`src/rtl/caesar_clk_gate_ctrl.sv`:
```
// caesar_clk_gate_ctrl: activity-driven clock-gate enable with settle-then-grant wake and gating-event counter
module caesar_clk_gate_ctrl #(
   parameter int IDLE_CYCLES = 16,
   parameter int WAKE_CYCLES = 2,
   parameter int CNT_W = 16
) (
   input  logic             clk_i,
   input  logic             rst_i,
   input  logic             cfg_auto_gate_i,
   input  logic             cfg_force_on_i,
   input  logic             test_mode_i,
   input  logic             req_i,
   input  logic             busy_i,
   input  logic             cnt_clr_i,
   output logic             clk_en_o,
   output logic             gnt_o,
   output logic [1:0]       state_o,
   output logic [CNT_W-1:0] gate_cnt_o
);
   localparam int IW = IDLE_CYCLES > 1 ? $clog2(IDLE_CYCLES) : 1;
   localparam int WW = WAKE_CYCLES > 1 ? $clog2(WAKE_CYCLES) : 1;
   typedef enum logic [1:0] {RUN = 2'd0, OFF = 2'd1, WAKE = 2'd2} state_t;
   state_t state_q, state_d;
   logic [IW-1:0] idle_cnt_q, idle_cnt_d;
   logic [WW-1:0] wake_cnt_q, wake_cnt_d;
   logic [CNT_W-1:0] gate_cnt_q, gate_cnt_d;
   logic keep_on, active, idle_done, wake_done, gate_evt;
   assign keep_on   = !cfg_auto_gate_i | cfg_force_on_i | test_mode_i;
   assign active    = req_i | busy_i | keep_on;
   assign idle_done = idle_cnt_q == IW'(IDLE_CYCLES - 1);
   assign wake_done = wake_cnt_q == WW'(WAKE_CYCLES - 1);
   assign gate_evt  = state_q == RUN && !active && idle_done;
   // next state and counters; WAKE ignores inputs and always runs to completion
   always_comb begin
      state_d    = state_q;
      idle_cnt_d = idle_cnt_q;
      wake_cnt_d = wake_cnt_q;
      case (state_q)
         RUN: begin
            idle_cnt_d = active ? '0 : idle_cnt_q + 1'b1;
            state_d    = gate_evt ? OFF : RUN;
         end
         OFF: begin
            state_d    = active ? WAKE : OFF;
            wake_cnt_d = active ? '0 : wake_cnt_q;
         end
         WAKE: begin
            state_d    = wake_done ? RUN : WAKE;
            wake_cnt_d = wake_done ? wake_cnt_q : wake_cnt_q + 1'b1;
            idle_cnt_d = wake_done ? '0 : idle_cnt_q;
         end
         default: state_d = RUN;
      endcase
      gate_cnt_d = cnt_clr_i ? '0 : (gate_evt && gate_cnt_q != '1) ? gate_cnt_q + 1'b1 : gate_cnt_q;
   end
   // state and counter registers with synchronous reset
   always_ff @(posedge clk_i) begin
      if (rst_i) begin
         state_q    <= RUN;
         idle_cnt_q <= '0;
         wake_cnt_q <= '0;
         gate_cnt_q <= '0;
      end else begin
         state_q    <= state_d;
         idle_cnt_q <= idle_cnt_d;
         wake_cnt_q <= wake_cnt_d;
         gate_cnt_q <= gate_cnt_d;
      end
   end
   assign clk_en_o   = state_q != OFF;
   assign gnt_o      = state_q == RUN;
   assign state_o    = state_q;
   assign gate_cnt_o = gate_cnt_q;
endmodule

```
`config.mk`:
```
export PLATFORM = sky130hd
export DESIGN_NAME = caesar_clk_gate_ctrl
export DESIGN_NICKNAME = d
export VERILOG_FILES = /design/src/rtl/caesar_clk_gate_ctrl.sv
export SDC_FILE = /design/constraint.sdc
export NUM_CORES = 1
export LEC_CHECK = 0
export CAP_MARGIN = 25
export CORE_UTILIZATION = 50
export DETAILED_ROUTE_END_ITERATION = 8
export DONT_BUFFER_PORTS = 1
export PLACE_DENSITY = 0.7
export SKIP_LAST_GASP = 1
export SYNTH_ARGS = -nofsm -noshare
export SYNTH_HDL_FRONTEND = slang
export SYNTH_SLANG_ARGS = --single-unit
export TNS_END_PERCENT = 10
```
`constraint.sdc`:
```
create_clock -name clk_i -period 3.07 [get_ports clk_i]
set_input_delay 0.7675 -clock clk_i [delete_from_list [all_inputs] [get_ports clk_i]]
set_output_delay 0.7675 -clock clk_i [all_outputs]
set_load 0.02 [all_outputs]
```
Word level (Yosys, flattened, before mapping)
Index checks and enable logic that the tools add are counted.
W data, S select, Z words.
- add/subtract/negate cells: 3
- eq/ne operators: 7
- multiplexer cells: 10
- bitwise gates (word level): 4
- reductions and logical operators: 11
- operators by type and width (operator ; count):
    $add A16 B1 Y16 const B ; 1
    $ne A16 B16 Y1 const B ; 1
    $mux W4 ; 2
    $pmux W4 S2 ; 1
    $pmux W2 S3 ; 1
    $add A4 B1 Y4 const B ; 1
    $eq A4 B4 Y1 const B ; 1
    $mux W2 ; 2
    $ne A2 B2 Y1 const B ; 2
    $or A1 B1 Y1 ; 4
    $reduce_and A2 Y1 ; 2
    $reduce_bool A2 Y1 ; 2
    $logic_and A1 B1 Y1 ; 3
    $mux W1 ; 3
    $eq A2 B1 Y1 const B ; 1
    $eq A2 B2 Y1 const B ; 1
    $logic_not A1 Y1 ; 2
    $logic_not A2 Y1 ; 1
    $ne A2 B1 Y1 const B ; 1
    $pmux W1 S2 ; 1
    $reduce_or A2 Y1 ; 1
    $add A1 B1 Y1 const B ; 1
- register bits after elaboration: 23
- bits of input ports: 8
- output and inout bits: 20
- logic and storage cells: 39

Depth between registers and ports, before layout
- depth after elaboration: 9
- mapped depth: 6

Worst setup path before layout
No wires, ideal clock.
- path type: input port to flip-flop
- start: input test_mode_i
- end: register gate_cnt_q[3], in the netlist gate_cnt_o[3]
- setup time: 0.071 ns
- arrival time: 2.090 ns
- path slack: 0.909 ns
- stages on the path: 5
- path buffers: 0
- path through: nor4b_4 -> nand3_4 -> a21o_4 -> or4b_1 -> a21oi_1
- longest elaborated chain between the ends: 6
- ends and longest elaborated chain (what ; line ; text):
    from (decl) ; 11 ; input logic test_mode_i,
    $or A1 B1 Y1 ; 28 ; assign keep_on = !cfg_auto_gate_i | cfg_force_on_i | test_mode_i;
    $or A1 B1 Y1 ; 29 ; assign active = req_i | busy_i | keep_on;
    $logic_not A1 Y1 ; 32 ; assign gate_evt = state_q == RUN && !active && idle_done;
    $logic_and A1 B1 Y1 (2 in a row) ; 32 ;
    $logic_and A1 B1 Y1 ; 54 ; gate_cnt_d = cnt_clr_i ? '0 : (gate_evt && gate_cnt_q != '1) ? gate_cnt_q + 1'b1 : gate_cnt_q;
    to (signal assigned) ; 67 ; gate_cnt_q <= gate_cnt_d;
    to (decl) ; 26 ; logic [CNT_W-1:0] gate_cnt_q, gate_cnt_d;
No other way between the ends.
A chain may end at the register's enable or synchronous reset.

Worst setup path in the final report
- start: register gate_cnt_q[0], in the netlist gate_cnt_o[0]
- end: register gate_cnt_q[3], in the netlist gate_cnt_o[3]
- longest elaborated chain between the ends: 2
- elaborated cells between the ends (all ways): 3
- classes of those cells: add/sub: 1; eq/ne: 1; reduce/logical: 1
- ends and longest elaborated chain (what):
    parallel branches: the longest is 2 deep, another holds $add A16 B1 Y16
Parallel ways; which one is timed is not known.

==> impl_metrics.tcl <==
set metrics [dict create \
    gp_congestion 0.777 \
    clk_latency_ns 0.31 \
    cts.sink_count 23 \
    yosysSeqAreaShare_pct 38.9 \
    rr_endpoint "gate_cnt_o[3]" \
    setup_ws_ns 0.922 \
    grt_pass1_vias 943 \
    hold_viol_final 0 \
    cts_resized 0 \
    post-route-period-util_pct 70.0 \
    cts_hold_buf 0 \
    num_rows 17 \
    grt_pass1_wl_um 4200 \
    overflow 0 \
    dieArea_um2 2570 \
    hold_end "idle_cnt_q[3]" \
    root_buffer "clkbuf_4" \
    tns_ns 0 \
    maxCapViolations 0 \
    finClkSkew_ns 0.00884 \
    syn_inst 136 \
    crit_fanout 9 \
    yosys.area.top_type "dfxtp_1" \
    pwr-share-clk_pct 30.7 \
    hpwl_um 1750 \
    fmax_mhz 466 \
    synth_fp_nets 146 \
    die_y_um 50.7 \
    worstMarginPinSlew_ns 0.444 \
    whs_path_depth 2 \
    ios 28 \
    areaGrowthSynthToFinish_pct 3.59 \
    route.detailed.drc 0 \
    nFillCells 224 \
    diodes 0 \
    vias 969 \
    antenna_found_initial 0 \
    ys_ff_latch 23 \
    min_from "idle_cnt_q[3]" \
    period_needed_ns 2.15 \
    grt_use_total_pct 22.0 \
    postCtsSetupBuffers 0 \
    comb_power_share_pct 2.6 \
    layout_commonest_cell "dfxtp_1" \
    p_seq_share_pct 66.6 \
    power.internal_mw 0.354 \
    r2r_start "gate_cnt_o[0]" \
    port_buffers 0 \
    synth.area.top_cells "dfxtp_1, nor2_1, xnor2_1" \
    grt_max_degree 15 \
    die_x_um 50.7 \
    drive_gt1_share_pct 8.15 \
    arrival_ns 2.39 \
    firstDrtPassIters 4 \
    worstPathRequired_ns 3.31 \
    critPathCaptureType "flop" \
    ir_worst_vdd_mv 0.252 \
    crit_type "reg2reg" \
    power.density_nw_per_um2 365 \
    met1_length_um 1240 \
    ctsLongestPathBuffers 2 \
    maxSlewViolCount 0 \
    min-delay-path-class "reg2reg" \
    r2r_cells 6 \
    slew_headroom_pct 70.3 \
    antenna_left 0 \
    nNetsFinal 146 \
    wl_um 2400 \
    via_per_inst 5.94 \
    p_leak_nw 0.405 \
    top_layer "met4" \
    cts_inserted_buffers 3 \
    rsz0062_at_grt "false" \
    synth_top_area_share_pct 38.9 \
    p_switching_mw 0.0946 \
    setup_viol 0 \
    layout_common_cells "dfxtp_1, nor2_1, a21oi_1" \
    place_ws_ns 0.750 \
    status "completed" \
    syn_area_per_cell_um2 8.70 \
    clk_pin_slew_ns 0.12 \
    cts-htree-levels 1 \
    drt_iter0_markers 14 \
    detail_route.wl_per_cell_um 14.7 \
    syn_area_um2 1180 \
    dr_wl_met3_um 110 \
    switching_share_pct 21.1 \
    wl_met2_um 997 \
    cts_tree "done" \
    initial_core_util_pct 53.5 \
    core_um2 2210 \
    start_kind "flop" \
    regToRegSetupSlack_ns 0.92 \
    ys_warn_count 0 \
    ys_types 39 \
]
==> how the worst max path moves through the flow <==
| stage | end | startpoint | slack [ns] | depth (start not counted) |
|---|---|---|---|---|
| 6_report | gate_cnt_o[3] | gate_cnt_o[0] | 0.92 | 6 |
| 5_1_grt | gate_cnt_o[11] | gate_cnt_o[2] | 0.79 | 5 |
| 4_1_cts | gate_cnt_o[3] | gate_cnt_o[0] | 0.92 | 6 |
| 3_5_place_dp | gate_cnt_o[3] | test_mode_i | 0.75 | 5 |
| 3_3_place_gp | gate_cnt_o[15] | test_mode_i | 0.83 | 5 |
| 2_1_floorplan | gate_cnt_o[3] | test_mode_i | 0.91 | 5 |
==> cells in the mapped netlist, drive strengths merged <==
cell	instances
a31oi	1
or4	2
and2	3
a41o	1
nor4	4
nand4b	1
or3	3
a31o	2
inv	2
nor2	17
mux2i	1
clkbuf	4
nand4	3
buf	1
ha	2
nand3	6
or2b	1
o311ai	1
dfxtp	23
or2	1
a21oi	12
nor4b	1
nor3	3
a211oi	1
a32oi	1
o41ai	1
and3	5
o21ai	3
nand2b	3
xnor2	7
nand3b	1
or4b	1
a21o	2
nand2	10
o31ai	2
and4	4
==> cell families after synthesis <==
group,synth area share (%)
AOI/OAI and AO/OA,15.6
xor gates and xnor gates,5.18
adders and majority gates,2.11
buffers and inverters,2.22
DFF,38.9
muxes,0.846
and+or+nand+nor,35.1
==> through the flow <==
step	instance area [µm²]	util [%]	power (mW)	hold slack [ns]	std cells
global route	1230	55.4	0.474	0.478	163
finish	1230	55.4	0.448	0.486	163
floorplan	1180	-	0.317	0.454	136
CTS	1230	55.4	0.458	0.491	163
global placement	1200	54.2	0.317	0.467	159
detailed placement	1200	54.2	0.317	0.470	159
==> registers in the layout (all words and copies together), names as in the netlist <==
| signal | cells |
|---|---|
| gate_cnt_o | 16 |
| idle_cnt_q | 4 |
| state_o | 2 |
| wake_cnt_q | 1 |
==> area by class of cell <==
cell class / instances / area, µm² / area share, %
multi-input combinational: 106 / 697 / 56.8
inverter: 2 / 7.51 / 0.612
clock buffer: 4 / 26.3 / 2.14
sequential: 23 / 460 / 37.6
tap: 28 / 35.0 / 2.86
==> layer usage <==
| layer | vias up | global-route usage, % |
|---|---|---|
| met5 | - | 0 |
| met4 | 0 | 10.6 |
| met3 | 7 | 4.85 |
| met2 | 27 | 31.8 |
| met1 | 436 | 30.6 |
| li1 | 499 | - |
==> worst max-delay path, stage by stage (launching register included) <==
cell     delay [ns]
dfxtp_1        0.45
ha_1           0.28
and2_1         0.18
and4_1         0.24
a21o_4         0.26
or4b_1         0.50
a21oi_1        0.17
==> power by group through the flow <==
stage | clock network, mW | registers, mW | logic [mW]
2_1_floorplan | 0 | 0.305 | 0.0117
3_3_place_gp | 0 | 0.305 | 0.0115
3_5_place_dp | 0 | 0.305 | 0.0119
4_1_cts | 0.148 | 0.299 | 0.0118
5_1_grt | 0.162 | 0.299 | 0.0130
6_report | 0.138 | 0.299 | 0.0119
Power figures use the tool's default switching activity.
==> edit 1: new RTL, same settings <==
Set the parameter `CNT_W` to 32 (it was 16).
--- a/src/rtl/caesar_clk_gate_ctrl.sv
+++ b/src/rtl/caesar_clk_gate_ctrl.sv
@@ -4,3 +4,3 @@
    parameter int WAKE_CYCLES = 2,
-   parameter int CNT_W = 16
+   parameter int CNT_W = 32
 ) (
Ports: changed (resized gate_cnt_o); port bits go from 28 to 44. The function was not compared with the original's and may differ.
==> edit 1 against the unedited design <==
Clock power grew to 2.8 times the old value. Maximum frequency decreased by 13%. Total power rose by 100%. Synthesized area grew 71%. Clock skew shrank 0.0031 ns. Combinational power grew 13%. Wire length grew 92%. Global-route usage increased by 0.85 points. Register-to-register slack got worse by 0.31 ns. Sequential cell count rose by 16. Highest routed layer unchanged. Worst setup slack lost 0.34 ns. Sequential share of layout area decreased by 1.9 points. Critical path depth down 1. Design area is 79% higher.
==> edit 1: results (changes against the unedited design) <==
First-pass GRT wire length -> 7440 um (+77%)
Seq cells post-synth -> 39 (+70%)
Initial drt markers -> 109 (+95)
Wire per inst -> 15.5 um (+5.2%)
Slowest CP cell -> or4_1
Fin crit period -> 2.48 ns (+0.335 ns)
Worst-path clk slew -> 0.08 ns (-0.04 ns)
Cell total after placement -> 290 (+82%)
Multi-input gate area -> 1180 sq um (+69%)
DRT Pass-1 Iters -> 5 (+1)
Total Routing Usage GR -> 22.8% (+0.85 points)
VDD IR-drop max -> 253 uV (+0.69%)
Layout clock buffers -> 8 (+4)
Mux cell area share after synthesis -> 0.495% (-0.35 points)
Int Power -> 714 uW (+100%)
Root Buffer -> clkbuf_8
Via count -> 1,872 (+93%)
Lkg Pwr -> 0.000677 uW (+67%)
Largest stage delay on the critical path -> 0.61 ns (+0.11 ns)
Synth cell count leaders -> dfxtp_1 (39), a21oi_1 (28), nand2_1 (18), o21ai_0 (18), or3_1 (16)
DIE WIDTH -> 65.6 um (+30%)
H-tree Lvls -> 2 (+1)
Largest net degree at the start of global routing -> 30 (+15)
Outcome -> finished clean
Layout cells sized above 1 -> 10.0% (+1.9 points)
Seq group -> 506 uW (+69%)
Non-clock buffers -> 7 (+7)
GP Congestion -> 0.757 (-2.6%)
NonClk Buf Share -> 2.40% (+2.4 points)
R2r startpoint -> gate_cnt_o[1]$_SDFFE_PP0P_
TritonCTS buffer count -> 5 (+2)
Netlist cell types -> 42 (+7.7%)
Clock net power -> 386 uW (+180%)
edit 1: cell count changes in the layout (fill, tap and decap cells not counted), sizes merged, moves of 6 or more:
cell	unedited run	this run
o31ai	2	9
or4	2	8
o21ai	3	18
nand2	10	18
nand3	6	15
dfxtp	23	39
xnor2	7	0
a21oi	12	29
buf	0	7
or3	3	16
nand4	3	11
edit 1: routing by layer:
layer	GRT usage, %	up-vias	share of wire [%]
met5	0	-	0
met4	7.34	0	1.3
met3	8.16	5	6.8
met2	34.1	56	43
met1	30.3	863	49
li1	-	948	-
edit 1: through the flow:
| stage | area, sq um | hold slack, ns |
|---|---|---|
| finish | 2190 | 0.490 |
| floorplan | 2020 | 0.454 |
| detailed placement | 2090 | 0.473 |
| global route | 2190 | 0.515 |
| CTS | 2190 | 0.488 |
| global placement | 2090 | 0.472 |
edit 1: critical path, delay by kind of cell:
kind,cells,cell delay [ns]
compound gates,2,0.58
simple gates,3,1.36
==> edit 2: new RTL, same flow settings <==
Without the edit above. Register the inputs `cfg_auto_gate_i`, `cfg_force_on_i` and `test_mode_i` before use, cleared by the reset. The logic sees them one clock later. The other inputs are not delayed to match.
--- a/src/rtl/caesar_clk_gate_ctrl.sv
+++ b/src/rtl/caesar_clk_gate_ctrl.sv
@@ -22,2 +22,19 @@
    typedef enum logic [1:0] {RUN = 2'd0, OFF = 2'd1, WAKE = 2'd2} state_t;
+
+   logic cfg_auto_gate_q;
+   logic cfg_force_on_q;
+   logic test_mode_q;
+
+   always_ff @(posedge clk_i) begin
+      if (rst_i) begin
+         cfg_auto_gate_q <= '0;
+         cfg_force_on_q  <= '0;
+         test_mode_q     <= '0;
+      end else begin
+         cfg_auto_gate_q <= cfg_auto_gate_i;
+         cfg_force_on_q  <= cfg_force_on_i;
+         test_mode_q     <= test_mode_i;
+      end
+   end
+
    state_t state_q, state_d;
@@ -27,3 +44,3 @@
    logic keep_on, active, idle_done, wake_done, gate_evt;
-   assign keep_on   = !cfg_auto_gate_i | cfg_force_on_i | test_mode_i;
+   assign keep_on   = !cfg_auto_gate_q | cfg_force_on_q | test_mode_q;
    assign active    = req_i | busy_i | keep_on;
Formal check against the unedited RTL: same outputs for any inputs over 10 cycles, from zero or initial values and one cycle with rst_i high; that may be too few to reach the edited logic, so the function may still have changed.
==> edit 2 against the unedited design <==
Design area increased by 11%. Global-route usage decreased by 0.78 points. Wire length increased by 12%. Synthesized area increased by 11%. Worst setup slack got worse by 0.11 ns. Clock skew decreased by 0.0069 ns. Combinational power increased by 24%. Cell count increased by 9.8%. Total power increased by 32%. Sequential cell count increased by 3. Sequential share of layout area increased by 0.86 points. Critical path type unchanged. Highest routed layer unchanged.
==> edit 2: results (changes against the unedited design) <==
Outcome -> finished clean
GP Congestion -> 0.724 (-6.8%)
Sw Pwr -> 113 uW (+19%)
Netlist cell types -> 35 (-10%)
Non-Filler Instances -> 179 (+9.8%)
CP arrival -> 2.52 ns (+0.13 ns)
Lkg Pwr -> 0.000414 uW (+2.1%)
Compound-cell area share of the yosys netlist -> 13.9% (-1.8 points)
Top cells by area, synth -> dfxtp_1 (40%), mux2i_1 (5.3%), nand2_1 (4.8%)
Syn nets -> 165 (+13%)
Worst-path clk slew -> 0.14 ns (+0.02 ns)
Period Utilization, post-route -> 73.6% (+3.6 points)
VDD IR-drop max -> 294 uV (+17%)
Reg-to-reg setup timing slack -> 0.81 ns (-0.11 ns)
DP HPWL -> 1900 um (+8.9%)
Clk_lat worst skew -> 0.32 ns
Initial drt markers -> 22 (+8)
CP max FO -> 21 (+12)
Largest stage delay on the critical path -> 0.61 ns (+0.11 ns)
Max Clock Skew -> 0.00194 ns (-0.00691 ns)
Wire per inst -> 14.9 um (+1.7%)
Area share of fa/ha/maj cells after synthesis -> 1.90% (-0.21 points)
Hold Path Stages -> 1 (-1)
Placed Area -> 1300 sq um (+8.6%)
R2R depth -> 4 (-2)
DP Worst Slack -> 0.559 ns (-0.191 ns)
Worst Hold Class -> in2reg
First-pass GRT wire length -> 4470 um (+6.4%)
Largest net degree at the start of global routing -> 22 (+7)
Hold slack -> 0.492 ns (+0.00580 ns)
Mux cell area share after synthesis -> 5.32% (+4.5 points)
Slowest CP cell -> or4b_4
Synth cell count leaders -> dfxtp_1 (26), nand2_1 (17), a21oi_1 (12), or3_1 (10)
Mapped Cells -> 155 (+14%)
Worst-Margin Slew -> 0.628 ns (+0.184 ns)
Metal3 WL -> 177 um (+61%)
Maximum clock path buffer count -> 2 (unchanged)
Wl on met1 -> 1300 um (+5.2%)
Post-Synth XOR/XNOR Area -> 0% (-5.2 points)
Worst Hold End -> cfg_auto_gate_q$_SDFF_PP0_
Seq/Total Area, Yosys -> 39.5% (+0.61 points)
CP startpoint -> state_o[0]$_SDFF_PP0_
Vias in the first global route -> 983 (+4.2%)
Hold wc startpoint -> rst_i
Met2 WL post-DR -> 1180 um (+19%)
Layout cells sized above 1 -> 6.04% (-2.1 points)
Via count -> 1,133 (+17%)
Total Routing Usage GR -> 21.2% (-0.78 points)
Root Buffer -> clkbuf_4
-- edit 2: critical path, delay by kind of cell, from the launching register on --
kind               cells  cell delay [ns]
and+or+nand+nor        3             1.57
AOI/OAI and AO/OA      1             0.16
DFF                    1             0.46
-- edit 2: power by group through the flow --
stage	registers [uW]	logic [uW]	clock network, uW
finish	341	14.8	235
global route	341	17.0	252
CTS	341	15.0	242
detailed placement	348	15.0	0
global placement	348	14.4	0
floorplan	348	17.1	0
-- edit 2: final cells by class --
cell class	count	area, sq um
Inverter	3	11.3
Tap cell	30	37.5
Multi-Input combinational cell	116	733
Clock buffer	3	22.5
Sequential cell	26	520
Clock inverter	1	30.0
Fill cell	247	1120
-- edit 2: cells by family after synthesis --
kind of cell / Yosys count
mux: 7
buf+inv: 13
simple gates: 78
fa+ha+maj: 2
flops: 26
compound gates: 29
-- edit 2: metal layers --
layer,vias to the layer above,global-route usage [%]
met2,33,30.4
met3,2,5.17
met1,521,30.5
li1,577,-
met4,0,6.58
met5,-,0
